[config.mk]
export PLATFORM = sky130hd
export DESIGN_NAME = pipe_hazard_ctrl
export DESIGN_NICKNAME = d
export VERILOG_FILES = /design/src/rtl/pipe_hazard_ctrl.sv
export SDC_FILE = /design/constraint.sdc
export NUM_CORES = 1
export LEC_CHECK = 0
export CORE_MARGIN = 4
export CORE_UTILIZATION = 30
export DETAILED_ROUTE_END_ITERATION = 7
export GPL_ROUTABILITY_DRIVEN = 1
export PLACE_DENSITY = 0.54
export SYNTH_ARGS = -nofsm -noshare
export SYNTH_HDL_FRONTEND = slang
export SYNTH_SLANG_ARGS = --single-unit
[constraint.sdc]
create_clock -name clk -period 2.22 [get_ports clk]
set_input_delay 0.333 -clock clk [delete_from_list [all_inputs] [get_ports clk]]
set_output_delay 0.333 -clock clk [all_outputs]
set_load 0.02 [all_outputs]
[src/rtl/pipe_hazard_ctrl.sv]
// Hazard control: shadow EX/MEM/WB slots, forwarding selects and stall/bubble.
// Forwarding is compiled in with HAZARD_FWD_EN; otherwise hazards stall until WB drains.
module pipe_hazard_ctrl (
    input  logic        clk,
    input  logic        rst,
    input  logic [4:0]  id_rs,
    input  logic [4:0]  id_rt,
    input  logic        id_use_rs,
    input  logic        id_use_rt,
    input  logic        id_wreg,
    input  logic        id_m2reg,
    input  logic [4:0]  id_destR,
    output logic [1:0]  fwda,
    output logic [1:0]  fwdb,
    output logic        stall,
    output logic        bubble,
    output logic [15:0] stall_cnt
);

    typedef struct packed {
        logic       wreg;
        logic       m2reg;
        logic [4:0] dest;
    } slot_t;

    slot_t ex_q, mem_q, wb_q;

    function automatic logic hit(input slot_t s, input logic [4:0] src,
                                 input logic use_f);
        return use_f && s.wreg && (s.dest != 5'd0) && (s.dest == src);
    endfunction

    logic ex_ha, ex_hb, mem_ha, mem_hb;

    assign ex_ha  = hit(ex_q,  id_rs, id_use_rs);
    assign ex_hb  = hit(ex_q,  id_rt, id_use_rt);
    assign mem_ha = hit(mem_q, id_rs, id_use_rs);
    assign mem_hb = hit(mem_q, id_rt, id_use_rt);

`ifdef HAZARD_FWD_EN
    // Nearest producer wins; a load only forwards once its data is in MEM.
    always_comb begin
        fwda = 2'b00;
        if (ex_ha && !ex_q.m2reg)        fwda = 2'b01;
        else if (mem_ha && !mem_q.m2reg) fwda = 2'b10;
        else if (mem_ha)                 fwda = 2'b11;

        fwdb = 2'b00;
        if (ex_hb && !ex_q.m2reg)        fwdb = 2'b01;
        else if (mem_hb && !mem_q.m2reg) fwdb = 2'b10;
        else if (mem_hb)                 fwdb = 2'b11;

        stall = (ex_ha || ex_hb) && ex_q.m2reg;
    end
`else
    logic wb_ha, wb_hb;

    assign wb_ha = hit(wb_q, id_rs, id_use_rs);
    assign wb_hb = hit(wb_q, id_rt, id_use_rt);

    always_comb begin
        fwda  = 2'b00;
        fwdb  = 2'b00;
        stall = ex_ha || ex_hb || mem_ha || mem_hb || wb_ha || wb_hb;
    end
`endif

    assign bubble = stall;

    // WB is only consulted in the non-forwarding build.
    logic unused_wb;
    assign unused_wb = ^wb_q;

    always_ff @(posedge clk) begin
        if (rst) begin
            ex_q      <= '0;
            mem_q     <= '0;
            wb_q      <= '0;
            stall_cnt <= '0;
        end else begin
            ex_q  <= bubble ? slot_t'('0)
                            : slot_t'{id_wreg, id_m2reg, id_destR};
            mem_q <= ex_q;
            wb_q  <= mem_q;
            if (stall && (stall_cnt != 16'hFFFF))
                stall_cnt <= stall_cnt + 16'd1;
        end
    end

endmodule

==> results of run 1 <==
worst register-to-register path: stages, from the launching register on:
cell      delay, ns
dfxtp_2        0.34
xor2_1         0.16
nor4_1         0.29
and3_1         0.22
o221ai_1       0.12
and3_4         0.24
buf_6          0.16
nor4_4         0.29
mux2_4         0.32
cells in the final DEF (no fill, tap or decap), drive strengths merged, types with 2 or more instances in the layout:
| cell type | count |
|---|---|
| nor4 | 10 |
| clkbuf | 6 |
| o21ai | 2 |
| xnor2 | 6 |
| inv | 4 |
| o221ai | 3 |
| xor2 | 24 |
| a21oi | 11 |
| nand2 | 9 |
| nand4 | 4 |
| or4 | 13 |
| nor2b | 15 |
| mux2 | 4 |
| bufbuf | 2 |
| nor2 | 7 |
| o31ai | 9 |
| dfxtp | 34 |
| buf | 27 |
| conb | 4 |
| clkdlybuf4s15 | 2 |
| clkdlybuf4s50 | 25 |
| and3 | 16 |
| nand3 | 5 |
| dlygate4sd2 | 8 |
path summary, 6_finish.rpt:
kind,from,slack [ns],to,cells after the start
worst max-delay path,id_rt[0],-0.04,stall_cnt[5],10
worst min-delay path,mem_q[6],0.47,wb_q[6],1
worst max register to register,ex_q[1],-0.02,stall_cnt[5],8
worst min register to register,mem_q[6],0.47,wb_q[6],1
layer usage:
metal | vias to the layer above | GRT usage, %
met5 | - | 0
met4 | 0 | 4.46
met3 | 2 | 3.34
met2 | 41 | 20.8
met1 | 791 | 18.1
li1 | 817 | -
cell type report:
class,instances,area (um^2)
sequential,34,683
timing repair buffer,64,631
fill,573,2980
tap,72,90.1
multi-input combinational,148,1120
inverter,4,15.0
clock buffer,6,82.6
clock inverter,2,12.5
state kept, by name, summed over array words and instances (netlist names):
signal     count
stall_cnt     16
ex_q           6
wb_q           6
mem_q          6
timing repair:
item,4_1_cts,5_1_grt
gates cloned,2,0
hold buffers,0,0
pin swaps,12,9
gates resized for setup,45,10
setup endpoints to repair,17,16
power groups by stage:
stage               combinational, W  clock (W)  sequential, W
floorplan                  0.0000716          0       0.000649
detailed placement          0.000145          0       0.000653
global placement            0.000146          0       0.000653
CTS                         0.000147   0.000498       0.000639
finish                      0.000147   0.000480       0.000639
global route                0.000162   0.000525       0.000641
kinds of logic after synthesis:
kind of cell | count (synthesis) | share of synthesized area (%)
compound gates | 27 | 9.98
mux | 4 | 2.55
fa+ha+maj | 1 | 0.708
buf+inv | 18 | 5.87
simple gates | 82 | 27.3
xor+xnor | 30 | 14.9
other cells | 1 | 0.212
flops | 34 | 38.5
through the flow:
stage / setup TNS (ns) / utilization (%)
2_1_floorplan: 0 / -
3_3_place_gp: -11.50 / 41.8
3_5_place_dp: -11.24 / 41.8
4_1_cts: -0.00347 / 46.3
5_1_grt: -1.04 / 46.9
6_report: -0.177 / 46.9
==> metrics, run 1 <==
Buf/Inv on CP=3; Design Area, Final=2630 um^2; HPWL after DPL=3360 um; share of post-route cells with drive strength above 1=24.0%; cts bufs inserted=5; largest net degree at the start of global routing=26; cell taking the most area after synthesis=dfxtp_1; final worst path period share=102%; pre-CTS setup slack=-0.708 ns; Slew Limit Fails=0; top cell type's share of synthesized area=38.5%; grt total ovfl=0; clk sink count=34; CTS Buffer Depth=2; Tmin final=2.26 ns; Clock Tree Root=clkbuf_8; Crit. End Element=register; Comb pwr share=11.6%; Synth Register Bits=34; IO Port Bufs=37; top area cells in the synthesized netlist=dfxtp_1 (38%), xor2_1 (12%), and3_1 (5.7%), or4_1 (5.5%), nor2b_1 (5.3%); crit path kind=in -> reg; initial antenna violation count=0; number of global-route vias before repair=1631; Row Count=27; Final Power=0.00127 W; Critical Path, Cell by Cell=clkdlybuf4s15_2, buf_4, xor2_1, nor4_1, and3_1, o221ai_1, and3_4, buf_6, nor4_4, mux2_4; RSZ-0062 raised after global routing=true; Synth Instances=197; die footprint=7190 um^2; Post-synth ARST share=0%; nets=279; DR iter-0 viols=92; Synth Flop Type=dfxtp_1; Worst EP required=2.40 ns; CTS clk-pin slew, worst paths=0.08 ns; Post-CTS Setup Bufs=0; H-tree levels=2; Distinct cells, synth=28; final setup violation count=9; drt drc=0; Flop pwr share=50.5%; WL met2=2260 um; CP Launch Type=input port; sequential share of the synthesized area=38.5%; routed length on met1=2190 um; Hold Crit Class=reg -> reg; Die H=84.8 um; Hold Vio Cnt, Final=0; CP max FO=12; hold slack=0.467 ns; Avg Inst Size Synth=8.97 um^2; first-pass GRT wire length=7800 um; Max Freq=443 MHz; PD cells=481 nW/um^2; Synth-to-Final Area Change=48.9%; CTS tree=built; Sw Ratio=24.5%; die width=84.8 um; I/O pin total=43; Max stage delay on crit path=0.32 ns; Final Worst Setup Slack=-0.0354 ns; clock network fraction of design power=37.9%; most frequent cell after synthesis=dfxtp_1; Max Cap Viol=0; top routing layer in use=met4; Final Skew=0.00774 ns; failing checks=negative setup slack; 1st-pass router iterations=4; Routed WL=4690 um; placed cells=320; CP Data Arrival Time=2.43 ns; vias=1651; Psw=0.000310 W; slowest CP cell=mux2_4; clock latency on the worst-skew pair=0.28 ns; Cell Area, Synth=1770 um^2; Post-Layout Cell Count=330; placed cell area=2340 um^2; Post-synth top cells=dfxtp_1 (34), xor2_1 (24), and3_1 (16); outcome=complete, but fails checks; YS warnings=0; Max VDD drop=0.277 mV; gpl congestion=0.789; routed length on met3=189 um; # diodes=0; Post-synth EDFFs=0; delay-heaviest family, CP=simple AND/OR/NAND/NOR gates; Starting Density=31.5%; internal power=0.000956 W; leak pwr=1.05 nW; post-DR wirelength/cell=14.2 um; post-DR vias/cell=5.00; core area=5610 um^2; ANT nets after route=0; Tot GR Track Use=13.4%
Power figures use the tool's default switching activity.
==> run 2: changes to the inputs <==
--- a/config.mk
+++ b/config.mk
@@ -5,8 +5,10 @@
 export SDC_FILE = /design/constraint.sdc
 export NUM_CORES = 1
 export LEC_CHECK = 0
+export CORE_ASPECT_RATIO = 1.25
 export CORE_MARGIN = 4
 export CORE_UTILIZATION = 30
+export CTS_BUF_LIST = sky130_fd_sc_hd__clkbuf_8
 export DETAILED_ROUTE_END_ITERATION = 7
 export GPL_ROUTABILITY_DRIVEN = 1
 export PLACE_DENSITY = 0.54
==> run 2 against run 1 <==
  * Utilization down 0.47 points
  * Sequential share of layout area rose by 0.13 points
  * Sequential cell count is the same
  * First-iteration DRC count decreased by 64%
  * Die area grew 0.11%
  * Non-clock buffer count stayed put
  * Worst setup slack better by 0.023 ns
  * Largest power group unchanged
  * Combinational power barely moved
  * Clock skew down 0.0047 ns
  * The flow still finishes with violations (negative setup slack)
  * Final area grew 1.3%
  * Maximum frequency up 1.0%
  * Critical path depth is 1 lower
==> metrics, run 2 (same netlist as run 1, synthesis figures left out) <==
# fillers=556 (was 573); RSZ-0062 raised after global routing=true (unchanged); clk sink count=34 (unchanged); Design Area, Final=2670 um^2 (was 2630 um^2); Final Skew=0.00300 ns (was 0.00774 ns); 1st-pass router iterations=4 (unchanged); number of global-route vias before repair=1634 (was 1631); Hold Crit Class=reg -> reg (unchanged); I/O pin total=43 (unchanged); Max VDD drop=0.367 mV (was 0.277 mV); grt total ovfl=0 (unchanged); slowest CP cell=or4_4 (was mux2_4); Slew Limit Fails=0 (unchanged); Reg-to-Reg Start=wb_q[0] (was ex_q[1]); most common cell after layout, fill and taps aside=dfxtp_1 (unchanged); ANT nets after route=0 (unchanged); CTS Buffer Depth=2 (unchanged); H-tree levels=2 (unchanged); Max Cap Viol=0 (unchanged); first-pass GRT wire length=7830 um (was 7800 um); Max stage delay on crit path=0.51 ns (was 0.32 ns); Tmin final=2.23 ns (was 2.26 ns); nets=279 (unchanged); share of post-route cells with drive strength above 1=29.5% (was 24.0%); CTS tree=built (unchanged); Final Worst Setup Slack=-0.0120 ns (was -0.0354 ns); Tot GR Track Use=13.7% (was 13.4%); CP max FO=9 (was 12); Largest Register=stall_cnt (unchanged); CP Data Arrival Time=2.45 ns (was 2.43 ns); placed cells=314 (was 320); gpl congestion=0.900 (was 0.789); Routed WL=4880 um (was 4690 um); Row Count=31 (was 27); internal power=0.00102 W (was 0.000956 W); max FFs per register=16 (unchanged); HPWL after DPL=3510 um (was 3360 um); final worst path period share=101% (was 102%); post-DR wirelength/cell=15.1 um (was 14.2 um); pre-CTS setup slack=-0.706 ns (was -0.708 ns); final setup violation count=1 (was 9); Die H=93.8 um (was 84.8 um); Psw=0.000303 W (was 0.000310 W); startpoint of the worst hold path=mem_q[6] (unchanged); drt drc=0 (unchanged); core area=5740 um^2 (was 5610 um^2); Post-Layout Cell Count=324 (was 330); DR iter-0 viols=33 (was 92); Flop pwr share=48.6% (was 50.5%); largest net degree at the start of global routing=20 (was 26); clock network fraction of design power=40.5% (was 37.9%); Sw Ratio=23.0% (was 24.5%); multi-input logic area=1150 um^2 (was 1120 um^2); Hold Vio Cnt, Final=0 (unchanged); Clock Tree Root=clkbuf_8 (unchanged); commonest cells after routing, fill and taps aside=dfxtp_1 (26), clkdlybuf4s50_1 (25), xor2_1 (24), buf_4 (24) (was dfxtp_1 (32), clkdlybuf4s50_1 (25), xor2_1 (24), buf_4 (24)); Critical Path, Cell by Cell=dlygate4sd2_1, xor2_1, nor4_1, and3_1, o221ai_1, and3_4, buf_12, or4_4, a21oi_2 (was clkdlybuf4s15_2, buf_4, xor2_1, nor4_1, and3_1, o221ai_1, and3_4, buf_6, nor4_4, mux2_4); Final Power=0.00132 W (was 0.00127 W); failing checks=negative setup slack (unchanged); IO Port Bufs=37 (unchanged); clock latency on the worst-skew pair=0.28 ns (about the same); initial antenna violation count=0 (unchanged); vias=1659 (was 1651); Comb pwr share=11.0% (was 11.6%); CTS clk-pin slew, worst paths=0.07 ns (was 0.08 ns); Max Freq=448 MHz (was 443 MHz); Synth-to-Final Area Change=50.9% (was 48.9%); Final Util=46.5% (was 46.9%); die width=76.7 um (was 84.8 um); cts bufs inserted=5 (unchanged); placed cell area=2340 um^2 (about the same); PD cells=495 nW/um^2 (was 481 nW/um^2); outcome=complete, but fails checks (unchanged); crit path from=id_rt[0] (unchanged); post-DR vias/cell=5.12 (was 5.00); # diodes=0 (unchanged); sequential cell area=696 um^2 (was 683 um^2); Worst EP required=2.44 ns (was 2.40 ns); CP Launch Type=input port (unchanged); Crit. End Element=register (unchanged); leak pwr=1.06 nW (was 1.05 nW); crit path kind=in -> reg (unchanged); die footprint=7190 um^2 (about the same); Starting Density=30.8% (was 31.5%)
run 2: changes by cell type in the layout (fill, tap and decap cells not counted), moves of 3 or more:
| cell | before | now |
|---|---|---|
| or4_1 | 11 | 4 |
| or4_4 | 2 | 9 |
| dfxtp_1 | 32 | 26 |
| a21oi_1 | 5 | 2 |
| a21oi_2 | 6 | 9 |
| dfxtp_2 | 2 | 6 |
run 2: final cells by class:
cell class                 count  share of cell area [%]
multi-input combinational    148                    43.3
sequential                    34                    26.1
timing repair buffer          64                    22.8
clock buffer                   8                    4.13
tap                           66                    3.10
inverter                       4                   0.563
run 2: what timing repair did:
action	in CTS	in global routing
pin swaps	11	17
setup buffers	0	1
gates resized for setup	37	31
hold buffers	0	0
endpoints found under the setup margin	17	17
gates cloned	0	1
run 2: path summary, 6_finish.rpt:
kind | endpoint | slack (ns) | cells past startpoint
setup reg to reg | stall_cnt[13] | 0.01 | 8
hold / removal | wb_q[6] | 0.47 | 1
setup / recovery | stall_cnt[13] | -0.01 | 9
hold reg to reg | wb_q[6] | 0.47 | 1
run 2: through the flow:
| step | setup TNS (ns) | hold slack [ns] |
|---|---|---|
| floorplan | 0 | 0.437 |
| global placement | -10.39 | 0.459 |
| detailed placement | -10.74 | 0.462 |
| CTS | -0.00216 | 0.471 |
| global route | -0.711 | 0.485 |
| finish | -0.0120 | 0.469 |
run 2: layer usage:
layer / track usage [%] / vias up / routed length, um
met1: 15.9 / 781 / 2250
met3: 3.74 / 9 / 235
met2: 23.7 / 46 / 2300
li1: - / 823 / -
met5: 0 / - / 0
met4: 5.74 / 0 / 101
run 2: critical path: cells and delay by family:
| family | cells | cell delay, ns |
|---|---|---|
| AND/OR/NAND/NOR | 4 | 1.25 |
| buffers and inverters | 2 | 0.44 |
| AO/OA/AOI/OAI | 2 | 0.26 |
| XOR/XNOR | 1 | 0.17 |
run 2: power groups by stage:
stage / Combinational (W) / Clock, W / Sequential (W)
final: 0.000145 / 0.000534 / 0.000641
after detailed placement: 0.000142 / 0 / 0.000655
after CTS: 0.000139 / 0.000553 / 0.000640
after floorplan: 0.0000716 / 0 / 0.000649
after global placement: 0.000142 / 0 / 0.000655
after global routing: 0.000158 / 0.000573 / 0.000642
==> run 3: changes to the inputs <==
--- a/config.mk
+++ b/config.mk
@@ -11,6 +11,7 @@
 export CTS_BUF_LIST = sky130_fd_sc_hd__clkbuf_8
 export DETAILED_ROUTE_END_ITERATION = 7
 export GPL_ROUTABILITY_DRIVEN = 1
+export MAX_ROUTING_LAYER = met4
 export PLACE_DENSITY = 0.54
 export SYNTH_ARGS = -nofsm -noshare
 export SYNTH_HDL_FRONTEND = slang
==> run 3 against run 2 <==
  * The flow still finishes with violations (negative setup slack)
  * Routed wire length fell by 0.98%
  * Worst hold slack got worse by 0.0013 ns
  * Sequential share of layout area rose by 0.17 points
  * Critical path type unchanged
  * Largest cell class unchanged
  * Highest routed layer unchanged
==> metrics, run 3 (same netlist as run 1, synthesis figures left out) <==
met3 Usage GRT=3.17% (was 3.74%); Critical Path, Cell by Cell=dlygate4sd2_1, xor2_1, nor4_1, and3_1, o221ai_1, and3_4, buf_12, or4_1, a21oi_2 (was dlygate4sd2_1, xor2_1, nor4_1, and3_1, o221ai_1, and3_4, buf_12, or4_4, a21oi_2); Max Freq=445 MHz (was 448 MHz); PD cells=496 nW/um^2 (was 495 nW/um^2); 1st-pass router iterations=4 (unchanged); H-tree levels=2 (unchanged); # fillers=560 (was 556); CP Data Arrival Time=2.46 ns (was 2.45 ns); grt total ovfl=0 (unchanged); CTS clk-pin slew, worst paths=0.07 ns (about the same); number of global-route vias before repair=1637 (was 1634); Row Count=31 (unchanged); Hold Crit Class=reg -> reg (unchanged); crit path kind=in -> reg (unchanged); Final Worst Setup Slack=-0.0270 ns (was -0.0120 ns); Tmin final=2.25 ns (was 2.23 ns); nets=280 (was 279); ANT nets after route=0 (unchanged); DR iter-0 viols=45 (was 33); initial antenna violation count=0 (unchanged); share of post-route cells with drive strength above 1=28.2% (was 29.5%); Design Area, Final=2660 um^2 (was 2670 um^2); CP max FO=9 (unchanged); Buf/Inv on CP=2 (unchanged); CP Launch Type=input port (unchanged); Largest Register=stall_cnt (unchanged); IO Port Bufs=37 (unchanged); Routed WL=4840 um (was 4880 um); clock latency on the worst-skew pair=0.28 ns (about the same); CTS Buffer Depth=2 (unchanged); Tot GR Track Use=14.1% (was 13.7%); Slew Limit Fails=0 (unchanged); final setup violation count=3 (was 1); placed cell area=2340 um^2 (unchanged); die width=76.7 um (unchanged); leak pwr=1.05 nW (was 1.06 nW); max FFs per register=16 (unchanged); delay-heaviest family, CP=simple AND/OR/NAND/NOR gates (unchanged); Max VDD drop=0.389 mV (was 0.367 mV); Top Usage Layer GRT=met2 (unchanged); die footprint=7190 um^2 (unchanged); Final Skew=0.00450 ns (was 0.00300 ns); commonest cells after routing, fill and taps aside=dfxtp_1 (25), clkdlybuf4s50_1 (25), xor2_1 (24), buf_4 (24) (was dfxtp_1 (26), clkdlybuf4s50_1 (25), xor2_1 (24), buf_4 (24)); # diodes=0 (unchanged); vias=1652 (was 1659); sequential cell area=697 um^2 (was 696 um^2); drt drc=0 (unchanged); HPWL after DPL=3510 um (unchanged); post-DR wirelength/cell=14.9 um (was 15.1 um); Starting Density=30.8% (unchanged); Max stage delay on crit path=0.52 ns (was 0.51 ns); Max Cap Viol=0 (unchanged); final worst path period share=101% (about the same); met1 Resource Use GR=16.3% (was 15.9%); post-DR vias/cell=5.08 (was 5.12); hold slack=0.468 ns (was 0.469 ns); CTS tree=built (unchanged); Synth-to-Final Area Change=50.2% (was 50.9%); Clock Tree Root=clkbuf_8 (unchanged); RSZ-0062 raised after global routing=true (unchanged); Hold Vio Cnt, Final=0 (unchanged); Worst EP required=2.44 ns (about the same); largest net degree at the start of global routing=20 (unchanged); I/O pin total=43 (unchanged); outcome=complete, but fails checks (unchanged); met2 usage=23.7% (unchanged); clk sink count=34 (unchanged); core area=5740 um^2 (unchanged); first-pass GRT wire length=7840 um (was 7830 um); failing checks=negative setup slack (unchanged); multi-input logic area=1140 um^2 (was 1150 um^2); gpl congestion=0.915 (was 0.900); Die H=93.8 um (unchanged); cts bufs inserted=5 (unchanged); Crit. End Element=register (unchanged); slowest CP cell=or4_1 (was or4_4)
-- run 3: through the flow --
| stage | instances | total power, W | setup WS (ns) | utilization (%) | setup TNS, ns |
|---|---|---|---|---|---|
| after floorplan | 200 | 0.000721 | 0.0476 | - | 0 |
| after global placement | 314 | 0.000797 | -0.663 | 40.7 | -10.39 |
| after detailed placement | 314 | 0.000797 | -0.706 | 40.7 | -10.74 |
| after CTS | 322 | 0.00133 | -0.00216 | 43.9 | -0.00216 |
| after global routing | 325 | 0.00137 | -0.0746 | 46.3 | -0.656 |
| final | 325 | 0.00132 | -0.0270 | 46.3 | -0.0613 |
-- run 3: worst paths after layout --
| kind | start | endpoint | slack (ns) | cells after the start |
|---|---|---|---|---|
| worst max-delay path | id_rt[0] | stall_cnt[13] | -0.03 | 9 |
| worst min-delay path | mem_q[6] | wb_q[6] | 0.47 | 1 |
| worst max register to register | wb_q[0] | stall_cnt[13] | 0 | 8 |
| worst min register to register | mem_q[6] | wb_q[6] | 0.47 | 1 |
-- run 3: power breakdown --
| group | switching (W) | internal [W] | total (W) |
|---|---|---|---|
| logic | 0.0000648 | 0.0000802 | 0.000145 |
| registers | 0.0000172 | 0.000624 | 0.000641 |
| clock network | 0.000218 | 0.000313 | 0.000532 |
| total | 0.000300 | 0.00102 | 0.00132 |
-- run 3: worst register-to-register path: stages, from the launching register on --
cell and delay [ns]:
dfxtp_1 0.34, xor2_1 0.15, nor4_1 0.30, and3_1 0.22, o221ai_1 0.11, and3_4 0.23, buf_12 0.15, or4_1 0.52
a21oi_2 0.14
-- run 3: repair_timing --
| item | 4_1_cts | 5_1_grt |
|---|---|---|
| hold buffers | 0 | 0 |
| setup buffers | 0 | 2 |
| pin swaps | 11 | 17 |
| resized for setup | 37 | 30 |
| gates cloned | 0 | 1 |
| setup endpoints to repair | 17 | 17 |
-- run 3: layer usage --
layer,vias to the layer above,wire (um)
li1,826,-
met1,765,2260
met2,51,2260
met3,10,209
met4,0,108
met5,-,0
-- run 3: area by class of cell --
cell class / instances / share of cell area, %
clock buffers: 8 / 4.15
inverters: 4 / 0.660
repair buffers: 65 / 23.0
multi-input cells: 148 / 42.8
flip-flops and latches: 34 / 26.2
well taps: 66 / 3.11
